--- src/rtl/drawing_fs_pkg.sv ---
// Shared types and helpers for the drawing-engine frame-store responder.
// The byte-merge helper builds the write-back word for read-modify-write.
package drawing_fs_pkg;

  typedef enum logic [2:0] {
    IDLE     = 3'd0,
    ISSUE    = 3'd1,
    RD_WAIT  = 3'd2,
    MERGE_WR = 3'd3,
    ACK      = 3'd4
  } fs_state_t;

  localparam logic [3:0] NBYTE_NONE = 4'hF;
  localparam logic [3:0] NBYTE_ALL  = 4'h0;

  // nbyte is active-low: a 0 bit takes the new byte, a 1 bit keeps the old one.
  function automatic logic [31:0] merge_bytes(input logic [31:0] old_word,
                                              input logic [31:0] new_word,
                                              input logic [3:0]  nbyte);
    logic [31:0] merged;
    merged = old_word;
    for (int i = 0; i < 4; i++) begin
      if (!nbyte[i]) merged[8*i +: 8] = new_word[8*i +: 8];
    end
    return merged;
  endfunction

endpackage

--- src/rtl/drawing_fs_latency_counter.sv ---
// Read-latency down-counter: loaded when a read is issued, done once the
// RAM data is due on mem_rdata.
module drawing_fs_latency_counter
  import drawing_fs_pkg::*;
#(
  parameter int MEM_LATENCY = 2
) (
  input  logic clk,
  input  logic rst,
  input  logic load,
  input  logic dec,
  output logic done
);

  localparam logic [2:0] LOAD_VAL = 3'(MEM_LATENCY - 1);

  logic [2:0] count;

  always_ff @(posedge clk) begin
    if (rst) begin
      count <= 3'd0;
    end else if (load) begin
      count <= LOAD_VAL;
    end else if (dec && (count != 3'd0)) begin
      count <= count - 3'd1;
    end
  end

  assign done = (count == 3'd0);

endmodule

--- src/rtl/drawing_frame_store_responder.sv ---
// Target-side responder for the drawing-engine frame-store bus: one read or
// write per handshake against a shared single-port 32-bit RAM.
//
// state    | meaning
// IDLE     | waiting for a new request
// ISSUE    | request captured, waiting for grant to issue read or write
// RD_WAIT  | read in flight, counting RAM latency
// MERGE_WR | RMW merged word ready, waiting for grant to write back
// ACK      | pulse de_ack on the way back to IDLE
module drawing_frame_store_responder
  import drawing_fs_pkg::*;
#(
  parameter int ADDR_W      = 18,
  parameter int MEM_LATENCY = 2,
  parameter bit HAS_BYTE_EN = 1'b1
) (
  input  logic              clk,
  input  logic              rst,
  input  logic              de_req,
  output logic              de_ack,
  input  logic [ADDR_W-1:0] de_addr,
  input  logic [3:0]        de_nbyte,
  input  logic              de_rnw,
  input  logic [31:0]       de_w_data,
  output logic [31:0]       de_r_data,
  input  logic              mem_gnt,
  output logic              mem_en,
  output logic              mem_we,
  output logic [ADDR_W-1:0] mem_addr,
  output logic [3:0]        mem_be,
  output logic [31:0]       mem_wdata,
  input  logic [31:0]       mem_rdata,
  output logic              busy
);

  fs_state_t         state;
  logic [ADDR_W-1:0] addr_q;
  logic [3:0]        nbyte_q;
  logic              rnw_q;
  logic [31:0]       wdata_q;
  logic              needs_rmw;
  logic              lat_load;
  logic              lat_dec;
  logic              lat_done;

  assign needs_rmw = !rnw_q && (HAS_BYTE_EN == 1'b0) && (nbyte_q != NBYTE_ALL);
  assign lat_load  = (state == ISSUE) && mem_gnt && (rnw_q || needs_rmw);
  assign lat_dec   = (state == RD_WAIT);

  drawing_fs_latency_counter #(
    .MEM_LATENCY(MEM_LATENCY)
  ) u_latency (
    .clk (clk),
    .rst (rst),
    .load(lat_load),
    .dec (lat_dec),
    .done(lat_done)
  );

  always_ff @(posedge clk) begin
    if (rst) begin
      state     <= IDLE;
      de_ack    <= 1'b0;
      de_r_data <= 32'h0;
      mem_en    <= 1'b0;
      mem_we    <= 1'b0;
      mem_addr  <= '0;
      mem_be    <= 4'h0;
      mem_wdata <= 32'h0;
      busy      <= 1'b0;
      addr_q    <= '0;
      nbyte_q   <= NBYTE_NONE;
      rnw_q     <= 1'b1;
      wdata_q   <= 32'h0;
    end else begin
      de_ack <= 1'b0;
      mem_en <= 1'b0;
      mem_we <= 1'b0;
      case (state)
        IDLE: begin
          // de_ack is still high in the ack cycle while the old request is held
          if (de_req && !de_ack) begin
            addr_q  <= de_addr;
            nbyte_q <= de_nbyte;
            rnw_q   <= de_rnw;
            wdata_q <= de_w_data;
            busy    <= 1'b1;
            state   <= (!de_rnw && de_nbyte == NBYTE_NONE) ? ACK : ISSUE;
          end else begin
            busy <= 1'b0;
          end
        end
        ISSUE: begin
          if (mem_gnt) begin
            mem_en   <= 1'b1;
            mem_addr <= addr_q;
            if (rnw_q || needs_rmw) begin
              mem_we <= 1'b0;
              mem_be <= 4'hF;
              state  <= RD_WAIT;
            end else begin
              mem_we    <= 1'b1;
              mem_be    <= HAS_BYTE_EN ? ~nbyte_q : 4'hF;
              mem_wdata <= wdata_q;
              state     <= ACK;
            end
          end
        end
        RD_WAIT: begin
          if (lat_done) begin
            if (rnw_q) begin
              de_r_data <= mem_rdata;
              state     <= ACK;
            end else begin
              // mem_wdata is idle while reading, so it holds the merged word
              mem_wdata <= merge_bytes(mem_rdata, wdata_q, nbyte_q);
              state     <= MERGE_WR;
            end
          end
        end
        MERGE_WR: begin
          if (mem_gnt) begin
            mem_en   <= 1'b1;
            mem_we   <= 1'b1;
            mem_be   <= 4'hF;
            mem_addr <= addr_q;
            state    <= ACK;
          end
        end
        ACK: begin
          de_ack <= 1'b1;
          state  <= IDLE;
        end
        default: state <= IDLE;
      endcase
    end
  end

endmodule

--- config.mk ---
export PLATFORM = sky130hd
export DESIGN_NAME = drawing_frame_store_responder
export DESIGN_NICKNAME = d
export VERILOG_FILES = /design/src/rtl/drawing_fs_pkg.sv /design/src/rtl/drawing_fs_latency_counter.sv /design/src/rtl/drawing_frame_store_responder.sv
export SDC_FILE = /design/constraint.sdc
export NUM_CORES = 1
export LEC_CHECK = 0
export ABC_CLOCK_PERIOD_IN_PS = 1900
export CORE_UTILIZATION = 40
export CTS_BUF_LIST = sky130_fd_sc_hd__clkbuf_2 sky130_fd_sc_hd__clkbuf_4 sky130_fd_sc_hd__clkbuf_8
export CTS_CLUSTER_SIZE = 28
export DETAILED_ROUTE_END_ITERATION = 10
export GPL_ROUTABILITY_DRIVEN = 0
export PLACE_DENSITY = 0.81
export SLEW_MARGIN = 15
export SYNTH_ARGS = -nofsm -noshare
export SYNTH_HDL_FRONTEND = slang
export SYNTH_SLANG_ARGS = --single-unit
--- constraint.sdc ---
create_clock -name clk -period 1.9 [get_ports clk]
set_input_delay 0.38 -clock clk [delete_from_list [all_inputs] [get_ports clk]]
set_output_delay 0.38 -clock clk [all_outputs]
set_load 0.02 [all_outputs]
Yosys cells after proc, flatten, opt, wreduce, memory -nomap -nowiden:

Index checks and enable logic that the tools add are counted.

* register bits: 151
* latch bits: 0
* bits in writable memories: 0
* memory bits (read-only): 0
* input bits: 91
* output and inout bits: 90
* word-level logic and storage cells: 80
* memories kept: 0

* $add $sub $neg: 1
* $mul: 0
* divide/modulo/power cells: 0
* order comparisons: 0
* equality and inequality tests: 11
* shift operators: 0
* mux-type cells: 29
* bitwise operators: 2
* reductions and logical operators: 22

Operator list (number)
* $mux W32: 4
* $pmux W32 S2: 1
* $mux W8: 4
* $mux W3: 7
* $mux W4: 3
* $ne A2 B2 Y1 const B: 6
* $pmux W3 S4: 1
* $pmux W4 S2: 1
* $mux W1: 7
* $eq A3 B2 Y1 const B: 2
* $logic_not A3 Y1: 2
* $reduce_and A3 Y1: 2
* $reduce_bool A2 Y1: 3
* $reduce_or A2 Y1: 3
* $logic_and A1 B1 Y1: 5
* $reduce_and A5 Y1: 1
* $eq A4 B4 Y1 const B: 1
* $not A4 Y4: 1
* $reduce_and A2 Y1: 2
* $reduce_and A4 Y1: 1
* $eq A3 B1 Y1 const B: 1
* $eq A3 B3 Y1 const B: 1
* $reduce_bool A3 Y1: 1
* $sub A3 B1 Y3 const B: 1
* other kinds (3): 4

Depth between registers and ports, before layout:

Gate-level depths: netlist of the first run.

* depth in word-level cells: 5
* depth in mapped cells: 8

Cells and area by module:

From an unflattened synthesis of the first run, not the netlist that was laid out.

* cell total of the unflattened synthesis: 679
* area, all modules: 5873.1 um^2

Modules (own cells, without submodules)
* drawing_frame_store_responder: times used 1, cells each 661, area an instance 5704.2 um^2, seq. area each 2962.8 um^2
* drawing_fs_latency_counter: times used 1, cells each 18, area an instance 168.9 um^2, seq. area each 60.1 um^2

Least setup slack after synthesis of the first run:

Ideal clock, no wire load.

* path type: reg-to-reg
* start: register de_ack
* end: register addr_q[0]
* data arrival time: 1.476 ns
* required time: 1.768 ns
* slack: 0.292 ns
* stages on the path, launching flop included: 7
* path buffers: 2
* clock period less this slack: 1.608 ns
* cells stage by stage: dfxtp_1 > nand2b_1 > or4_1 > buf_2 > buf_1 > nand2_1 > a21oi_1

* cells in the longest elaborated chain, start to end: 3

Ends and longest elaborated chain
* start, declared: line drawing_frame_store_responder.sv:20 `output logic de_ack,`
* start signal, assigned: line drawing_frame_store_responder.sv:63 `de_ack <= 1'b0;`
* start signal, assigned: line drawing_frame_store_responder.sv:76 `de_ack <= 1'b0;`
* start signal, assigned: line drawing_frame_store_responder.sv:131 `de_ack <= 1'b1;`
* $logic_not A1 Y1: line drawing_frame_store_responder.sv:82 `if (de_req && !de_ack) begin`
* $logic_and A1 B1 Y1: line drawing_frame_store_responder.sv:82
* $reduce_and A2 Y1 (no source line)
* end signal, assigned: line drawing_frame_store_responder.sv:83 `addr_q <= de_addr;`
* end, declared: line drawing_frame_store_responder.sv:37 `logic [ADDR_W-1:0] addr_q;`

No other way between the ends.
A chain may end at the register's enable or synchronous reset.

Worst setup path in the final report of the first run:

* start: register mem_wdata[24]
* end: output mem_wdata[24]

RTL lines
* start, declared: line drawing_frame_store_responder.sv:31 `output logic [31:0] mem_wdata,`
* start signal, assigned: line drawing_frame_store_responder.sv:104 `mem_wdata <= wdata_q;`
* start signal, assigned: line drawing_frame_store_responder.sv:116 `mem_wdata <= merge_bytes(mem_rdata, wdata_q, nbyte_q);`

No word-level cell between the ends.

==> results of run 1 <==
[metal layers]
layer,up-vias,track usage,routed length [µm]
met1,2324,0.252,6550
met5,-,0,0
met4,0,0.0702,226
li1,2613,-,-
met2,151,0.344,7040
met3,22,0.0625,994
[kinds of logic (layout without fill, tap and decap cells)]
| kind of cell | Yosys count | after routing | share of synthesized area |
|---|---|---|---|
| DFF | 151 | 151 | 0.530 |
| and+or+nand+nor | 288 | 288 | 0.208 |
| buffers and inverters | 56 | 236 | 0.0419 |
| other | 0 | 1 | 0 |
| muxes | 34 | 34 | 0.0599 |
| adders and majority gates | 2 | 2 | 0.00439 |
| xor gates and xnor gates | 1 | 1 | 0.00154 |
| AOI/OAI and AO/OA | 148 | 148 | 0.154 |
[repair_timing]
| action | CTS | global route |
|---|---|---|
| buffers inserted | 0 | 0 |
| endpoints found under the setup margin | 0 | 2 |
| gates resized for setup | 0 | 1 |
[power breakdown]
part / switching, mW / internal [mW] / leakage, nW
combinational: 1.38 / 1.09 / 1.36
sequential: 0.240 / 3.58 / 1.23
clock: 1.20 / 1.25 / 0.199
total: 2.82 / 5.91 / 2.79
[cell usage after synthesis, drive strengths merged, types with 4 or more instances]
| cell type | number | area, µm² |
|---|---|---|
| clkbuf | 36 | 139 |
| a311oi | 4 | 35.0 |
| buf | 18 | 92.6 |
| mux2i | 33 | 330 |
| nand3b | 6 | 45.0 |
| nor2 | 44 | 168 |
| and3 | 4 | 25.0 |
| nor2b | 4 | 25.0 |
| a21oi | 102 | 510 |
| a211oi | 35 | 275 |
| nand2 | 215 | 807 |
| dfxtp | 151 | 3020 |
[layout make-up]
class                      instances  share of cell area
sequential                       151               0.371
multi-input combinational        473               0.300
timing repair buffer             202               0.252
clock buffer                      20              0.0330
tap                              180              0.0276
clock inverter                    12              0.0153
inverter                           2            0.000921
antenna                            1            0.000307
[sequential cells by signal, indices dropped and copies added (netlist names)]
signal / cells
mem_addr: 18
state: 3
rnw_q: 1
de_r_data: 32
mem_en: 1
busy: 1
u_latency.count: 3
mem_be: 4
mem_we: 1
mem_wdata: 32
wdata_q: 32
addr_q: 18
nbyte_q: 4
de_ack: 1
[cell usage in the layout, fill, tap and decap left out, types with 5 or more instances in the layout]
| master | count |
|---|---|
| buf_12 | 7 |
| clkbuf_8 | 19 |
| clkdlybuf4s50_1 | 179 |
| a211oi_1 | 34 |
| a21oi_1 | 102 |
| mux2i_1 | 33 |
| dfxtp_1 | 151 |
| buf_4 | 16 |
| nand3b_1 | 6 |
| nor2_1 | 42 |
| nand2_1 | 215 |
| clkinv_2 | 5 |
[path summary, 6_finish.rpt]
kind | end | slack [ps] | startpoint
hold reg to reg | mem_addr[7]$_SDFFE_PP0P_ | 450 | addr_q[7]$_SDFFE_PP0P_
hold / removal | wdata_q[4]$_SDFFE_PP0P_ | 350 | rst
setup / recovery | mem_wdata[24] | 100 | mem_wdata[24]$_SDFFE_PP0P_
setup reg to reg | de_r_data[3]$_SDFFE_PP0P_ | 170 | u_latency.count[0]$_SDFFE_PP0P_
==> flow_summary.toml, run 1 <==
[status]
outcome = "completed"

[clock_network]
tritoncts = "yes"
path_clk_slew_ps = 80
hold_buffers = 0
cts_root_buf = "clkbuf_8"
cts.sinks = 151
h-tree-depth = 4
clk_path_buf_depth = 2
numCtsBuffers = 17
clk-insertion-delay-late_ps = 440

[synth]
ys_seq_elements = 151
synth_flop_cell = "dfxtp_1"
seq_area_frac_synth = 0.530
yosysUniqueCellTypes = 40
synthCells = 680
async_reset_ff_frac = 0
synth_edf_count = 0
syn_avg_cell_area_um2 = 8.39
ys_warn_count = 0
syn-num-nets = 773
synth_area_um2 = 5710

[layout]
syn_to_final_growth_pct = 42.9
multi_input_area_um2 = 2450
fillers = 1267
post_route_cells_drive_above_1_share = 0.0721
layoutNonFillerInstCount = 1041
regArea_um2 = 3020
utilization = 0.587
fin_area_um2 = 8150
nNetsFinal = 940

[timing]
max-slew-margin-rel = 0.715
drv_slew = 0
worst_slack_ps = 95.6
whs_ps = 349
fin_skew_ps = 8.67
fin_crit_sh = 0.950
grt_setup_unrepaired = "no"
period_needed_ps = 1800
max_slew.worst_pin.slew_ps = 427
finalHoldViolCount = 0
final.setup.tns_ps = 0
fmax_mhz = 554
finalSetupViolCount = 0

[critical_path]
reg2regPathDepth = 7
cp.arrival_ps = 1420
cp_num_cells = 1
critPathCaptureType = "output pin"
cpLargestDelayFamily = "buffers and inverters"
slowest_delay_ps = 640
path_buf_inv = 1
crit_type = "flop to output pin"
worstSetupStartpointType = "flop"
crit_slowest_cell = "clkdlybuf4s50_1"
required_ps = 1520
path_cells = "clkdlybuf4s50_1"
path_max_fanout = 2

[route]
routed_wl_mm = 14.8
ant_nets = 0
vias_per_cell = 4.91
routedWlPerCell_um = 14.2
first_pass_iters = 4
drcViolationCount = 0
drtIter0Drc = 277
vias = 5110

[pwr]
ir_drop_v = 0.000551
p_per_area_nw_per_um2 = 1070
p_leak_nw = 2.79
p_total_mw = 8.73

[global_route]
antenna_found_initial = 1
grt_pass1_wl_mm = 23.6
grt.overflow.total = 0
grt_pass1_vias = 4866
grt_max_degree = 86
grt_use_total = 0.207

[placement]
dp_cells = 1008
place_hpwl_mm = 9.75
place_area_um2 = 7750
place_ws_ps = -198
port-buffer-count = 180

[die]
die_area_um2 = 14700
die_w_um = 121
die_y_um = 121
io_pins = 181
coreArea_um2 = 13900
initial_core_util = 0.411
rows = 43

[worst_hold_path]
hold_class = "input port to flop"
holdPathStages = 2

[run]
drv_cap = 0
(Power assumes the default switching activity.)
==> run 2, diff against run 1 <==
CORE_ASPECT_RATIO = 1.4   (was not set)
==> run 2 against run 1 <==
  * Total power up 0.48%
  * Largest power group unchanged
  * Clock power up 2%
  * Cell area grew 0.32%
  * Critical path depth unchanged
  * Flip-flop and latch count unchanged
  * Count of clock-buffer cells in the layout down 1
  * Largest cell class unchanged
  * Wire length is 0.74% higher
  * Highest routed layer unchanged
  * Clock skew up 2.2 ps
==> flow_summary.toml, run 2 (synthesis results as in run 1) <==
[status]
outcome = "completed"

[placement]
place_ws_ps = -170
place_hpwl_mm = 10.3
port-buffer-count = 180

[pwr]
p_clk_frac = 0.284
p_total_mw = 8.77
p_switching_mw = 2.84
p_leak_nw = 2.81
power_switching_share = 0.324
ir_drop_v = 0.000464
power_frac_comb = 0.281
seq_power_share = 0.435
intPower_mw = 5.93
p_per_area_nw_per_um2 = 1070

[critical_path]
path_buf_inv = 1
slowest_delay_ps = 610
path_cells = "clkdlybuf4s50_1"
path_max_fanout = 2
cp.arrival_ps = 1420
crit_type = "flop to output pin"
critPathCaptureType = "output pin"
cpLargestDelayFamily = "buffers and inverters"
worstSetupStartpointType = "flop"
required_ps = 1520
crit_slowest_cell = "clkdlybuf4s50_1"

[global_route]
grt_max_degree = 81
grt_use_total = 0.204
antenna_found_initial = 0
grt_pass1_wl_mm = 23.4
grt_pass1_vias = 4846
grt.overflow.total = 0

[timing]
whs_ps = 309
finalSetupViolCount = 0
fin_crit_sh = 0.947
drv_slew = 0
grt_setup_unrepaired = "no"
fin_skew_ps = 10.9
max_slew.worst_pin.slew_ps = 450
period_needed_ps = 1800
worst_slack_ps = 101
finalHoldViolCount = 0
max-slew-margin-rel = 0.699
fmax_mhz = 556

[route]
routedWlPerCell_um = 14.2
drtIter0Drc = 171
routed_wl_mm = 14.9
vias_per_cell = 4.91
first_pass_iters = 7
ant_nets = 0
vias = 5141
drcViolationCount = 0

[clock_network]
clk_path_buf_depth = 2
clk-insertion-delay-late_ps = 440
cts.sinks = 151
cts_root_buf = "clkbuf_8"
hold_buffers = 0
path_clk_slew_ps = 80
numCtsBuffers = 17
tritoncts = "yes"
h-tree-depth = 4

[layout]
fillers = 1275
nNetsFinal = 943
final_cell_mix = "nand2_1 (215), clkdlybuf4s50_1 (179), dfxtp_1 (151)"
syn_to_final_growth_pct = 43.3
top_regs = "de_r_data x32, mem_wdata x32, wdata_q x32"
n_antenna_cell = 0
post_route_cells_drive_above_1_share = 0.0753
mostFrequentLayoutCell = "nand2_1"
utilization = 0.588

[run]
drv_cap = 0

[worst_hold_path]
hold_class = "input port to flop"

[die]
die_w_um = 103
io_pins = 181
initial_core_util = 0.410
rows = 51
coreArea_um2 = 13900
die_y_um = 143
die_area_um2 = 14800
==> run 2: power by group through the flow <==
stage	clock, mW	combinational (mW)	sequential (mW)
finish	2.49	2.47	3.81
global placement	0	2.44	3.87
global route	2.68	2.70	3.88
floorplan	0	1.29	4.04
CTS	2.55	2.49	3.82
detailed placement	0	2.49	3.89
==> run 2: timing repair <==
action | in CTS | in global routing
buffers inserted | 0 | 0
setup endpoints to repair | 0 | 1
gates resized for setup | 0 | 1
==> run 2: final timing paths <==
kind	slack (ps)	depth (start not counted)	to	from
worst max-delay path	100	1	mem_addr[3]	mem_addr[3]$_SDFFE_PP0P_
worst min-delay path	310	2	de_r_data[8]$_SDFFE_PP0P_	rst
worst max register to register	210	7	mem_wdata[2]$_SDFFE_PP0P_	u_latency.count[0]$_SDFFE_PP0P_
worst min register to register	450	2	de_r_data[2]$_SDFFE_PP0P_	de_r_data[2]$_SDFFE_PP0P_
==> run 2: area by class of cell <==
| class | count | area, µm² | area share |
|---|---|---|---|
| sequential | 151 | 3020 | 0.370 |
| multi-input combinational | 473 | 2450 | 0.299 |
| timing repair buffer | 205 | 2060 | 0.252 |
| clock buffer | 19 | 262 | 0.0320 |
| tap | 185 | 231 | 0.0283 |
| clock inverter | 13 | 145 | 0.0177 |
| inverter | 2 | 7.51 | 0.000918 |
==> run 2: layer usage <==
layer,track usage,vias to the layer above,part of all wire
met4,0.0875,0,0.026
met2,0.365,149,0.52
met5,0,-,0
met3,0.0428,27,0.049
li1,-,2612,-
met1,0.231,2353,0.40
==> run 2: metrics by stage <==
stage,cell area (µm²),std cells,setup TNS [ps]
6_report,8180,1048,0
5_1_grt,8180,1048,0
4_1_cts,8180,1048,0
2_1_floorplan,5710,680,0
3_3_place_gp,7770,1016,-7210
3_5_place_dp,7770,1016,-10620
==> run 3, diff against run 2 <==
--- a/config.mk
+++ b/config.mk
@@ -8,4 +8,5 @@
 export ABC_CLOCK_PERIOD_IN_PS = 1900
 export CORE_ASPECT_RATIO = 1.4
+export CORE_MARGIN = 5
 export CORE_UTILIZATION = 40
 export CTS_BUF_LIST = sky130_fd_sc_hd__clkbuf_2 sky130_fd_sc_hd__clkbuf_4 sky130_fd_sc_hd__clkbuf_8
@@ -13,4 +14,5 @@
 export DETAILED_ROUTE_END_ITERATION = 10
 export GPL_ROUTABILITY_DRIVEN = 0
+export HOLD_SLACK_MARGIN = 0.12
 export PLACE_DENSITY = 0.81
 export SLEW_MARGIN = 15
==> constraint.sdc (replaced) <==
create_clock -name clk -period 1.9 [get_ports clk]
set_input_delay 0.38 -clock clk [delete_from_list [all_inputs] [get_ports clk]]
set_output_delay 0.38 -clock clk [all_outputs]
set_load 0.1 [all_outputs]
==> run 3 against run 2 <==
  * First-iteration DRC count grew 20%
  * Non-clock buffer count shrank 1
  * Die area up 14%
  * Fmax rose by 3.1%
  * Setup slack gained 54 ps
  * Hold slack improved by 5.6 ps
  * Sequential share of layout area rose by 0.93 points
  * Core utilization down 1.7 points
  * Clock power shrank 4%
  * Register-to-register slack worse by 60 ps
  * Highest routed layer unchanged
==> flow_summary.toml, run 3 (synthesis results as in run 1) <==
[critical_path]
cp.arrival_ps = 2090
critPathCaptureType = "flop"
path_max_fanout = 61
cpLargestDelayFamily = "compound AO/OA/AOI/OAI gates"
r2r_slack_ps = 150
slowest_delay_ps = 330
required_ps = 2250
path_buf_inv = 2
crit_slowest_cell = "dfxtp_1"
path_cells = "inv_1, ha_1, nand4bb_1, a211oi_4, buf_12, nor2_1, a211oi_1"
crit_type = "flop to flop"
worstSetupStartpointType = "flop"

[timing]
whs_ps = 315
fmax_mhz = 573
drv_slew = 0
final.setup.tns_ps = 0
period_needed_ps = 1750
finalHoldViolCount = 0
grt_setup_unrepaired = "no"
fin_crit_sh = 0.919
finalSetupViolCount = 0
fin_skew_ps = 11.8
worst_slack_ps = 155
max_slew.worst_pin.slew_ps = 430
max-slew-margin-rel = 0.713

[clock_network]
clk-insertion-delay-late_ps = 440
numCtsBuffers = 17
cts.sinks = 151
cts_setup_buffers = 0
cts_root_buf = "clkbuf_8"
hold_buffers = 0
postCtsResizedCells = 0
h-tree-depth = 4
tritoncts = "yes"
clk_path_buf_depth = 2
path_clk_slew_ps = 90

[run]
drv_cap = 0

[pwr]
p_total_mw = 9.65
ir_drop_v = 0.000575
p_per_area_nw_per_um2 = 1210
p_leak_nw = 2.98

[global_route]
grt_pass1_vias = 4924
grt_pass1_wl_mm = 24.1
antenna_found_initial = 0
use_met2 = 0.324
grt_max_degree = 86
grt_use_total = 0.178
top_usage_layer = "met2"
grtUsageMet3 = 0.0484
grt.overflow.total = 0
met1_usage = 0.193

[die]
initial_core_util = 0.408
die_y_um = 151
die_w_um = 111
die_area_um2 = 16800
rows = 51
coreArea_um2 = 14000
io_pins = 181

[worst_hold_path]
hold_class = "input port to flop"

[layout]
fin_area_um2 = 7980
utilization = 0.571
n_antenna_cell = 0
fillers = 1226
final_cell_mix = "nand2_1 (215), dfxtp_1 (150), buf_4 (104)"
nNetsFinal = 942
mostFrequentLayoutCell = "nand2_1"
syn_to_final_growth_pct = 39.9
top_regs = "de_r_data x32, mem_wdata x32, wdata_q x32"
layoutNonFillerInstCount = 1047
post_route_cells_drive_above_1_share = 0.179

[route]
vias = 5111
first_pass_iters = 4
routedWlPerCell_um = 14.7
ant_nets = 0
drcViolationCount = 0
vias_per_cell = 4.88
routed_wl_mm = 15.4
drtIter0Drc = 206

[placement]
port-buffer-count = 180
dp_cells = 1015
place_area_um2 = 7600
place_ws_ps = -162
place_hpwl_mm = 10.7

[status]
outcome = "completed"
==> run 3: changes by cell type in the layout (fill, tap and decap cells not counted), moves of 4 or more <==
| cell | change |
|---|---|
| clkinv_4 | -4 |
| clkdlybuf4s50_1 | -90 |
| buf_12 | +5 |
| buf_4 | +84 |
| clkinvlp_4 | +4 |
==> run 3: worst reg2reg max path, delay by kind of cell (launching register included) <==
family,cells,cell delay (ps)
flops,1,330
buf+inv,2,360
compound gates,2,510
simple gates,2,270
fa+ha+maj,1,190
==> run 3: power breakdown <==
group	internal [mW]	leakage, nW	total (mW)	switching [mW]
logic	1.07	1.56	3.45	2.38
registers	3.58	1.23	3.82	0.243
clock network	1.09	0.184	2.38	1.29
total	5.74	2.98	9.65	3.92
==> run 3: per-layer routing <==
| metal | up-vias | share of wire |
|---|---|---|
| met3 | 25 | 0.058 |
| met2 | 137 | 0.51 |
| met1 | 2332 | 0.40 |
| met4 | 0 | 0.027 |
| met5 | - | 0 |
| li1 | 2617 | - |
==> run 3: final timing paths <==
path / startpoint / end / cells past startpoint
worst max-delay path: u_latency.count[0]$_SDFFE_PP0P_ / mem_wdata[29]$_SDFFE_PP0P_ / 7
worst min-delay path: rst / addr_q[15]$_SDFFE_PP0P_ / 2
worst max register to register: u_latency.count[0]$_SDFFE_PP0P_ / mem_wdata[29]$_SDFFE_PP0P_ / 7
worst min register to register: addr_q[2]$_SDFFE_PP0P_ / mem_addr[2]$_SDFFE_PP0P_ / 2
==> run 3: cell type report <==
type / count / area (µm²) / share of cell area
clock inverters: 14 / 140 / 0.0176
repair buffers: 204 / 1890 / 0.237
inverters: 2 / 7.51 / 0.000941
well taps: 185 / 231 / 0.0290
flip-flops and latches: 151 / 3020 / 0.379
multi-input cells: 473 / 2440 / 0.306
clock buffers: 18 / 241 / 0.0303
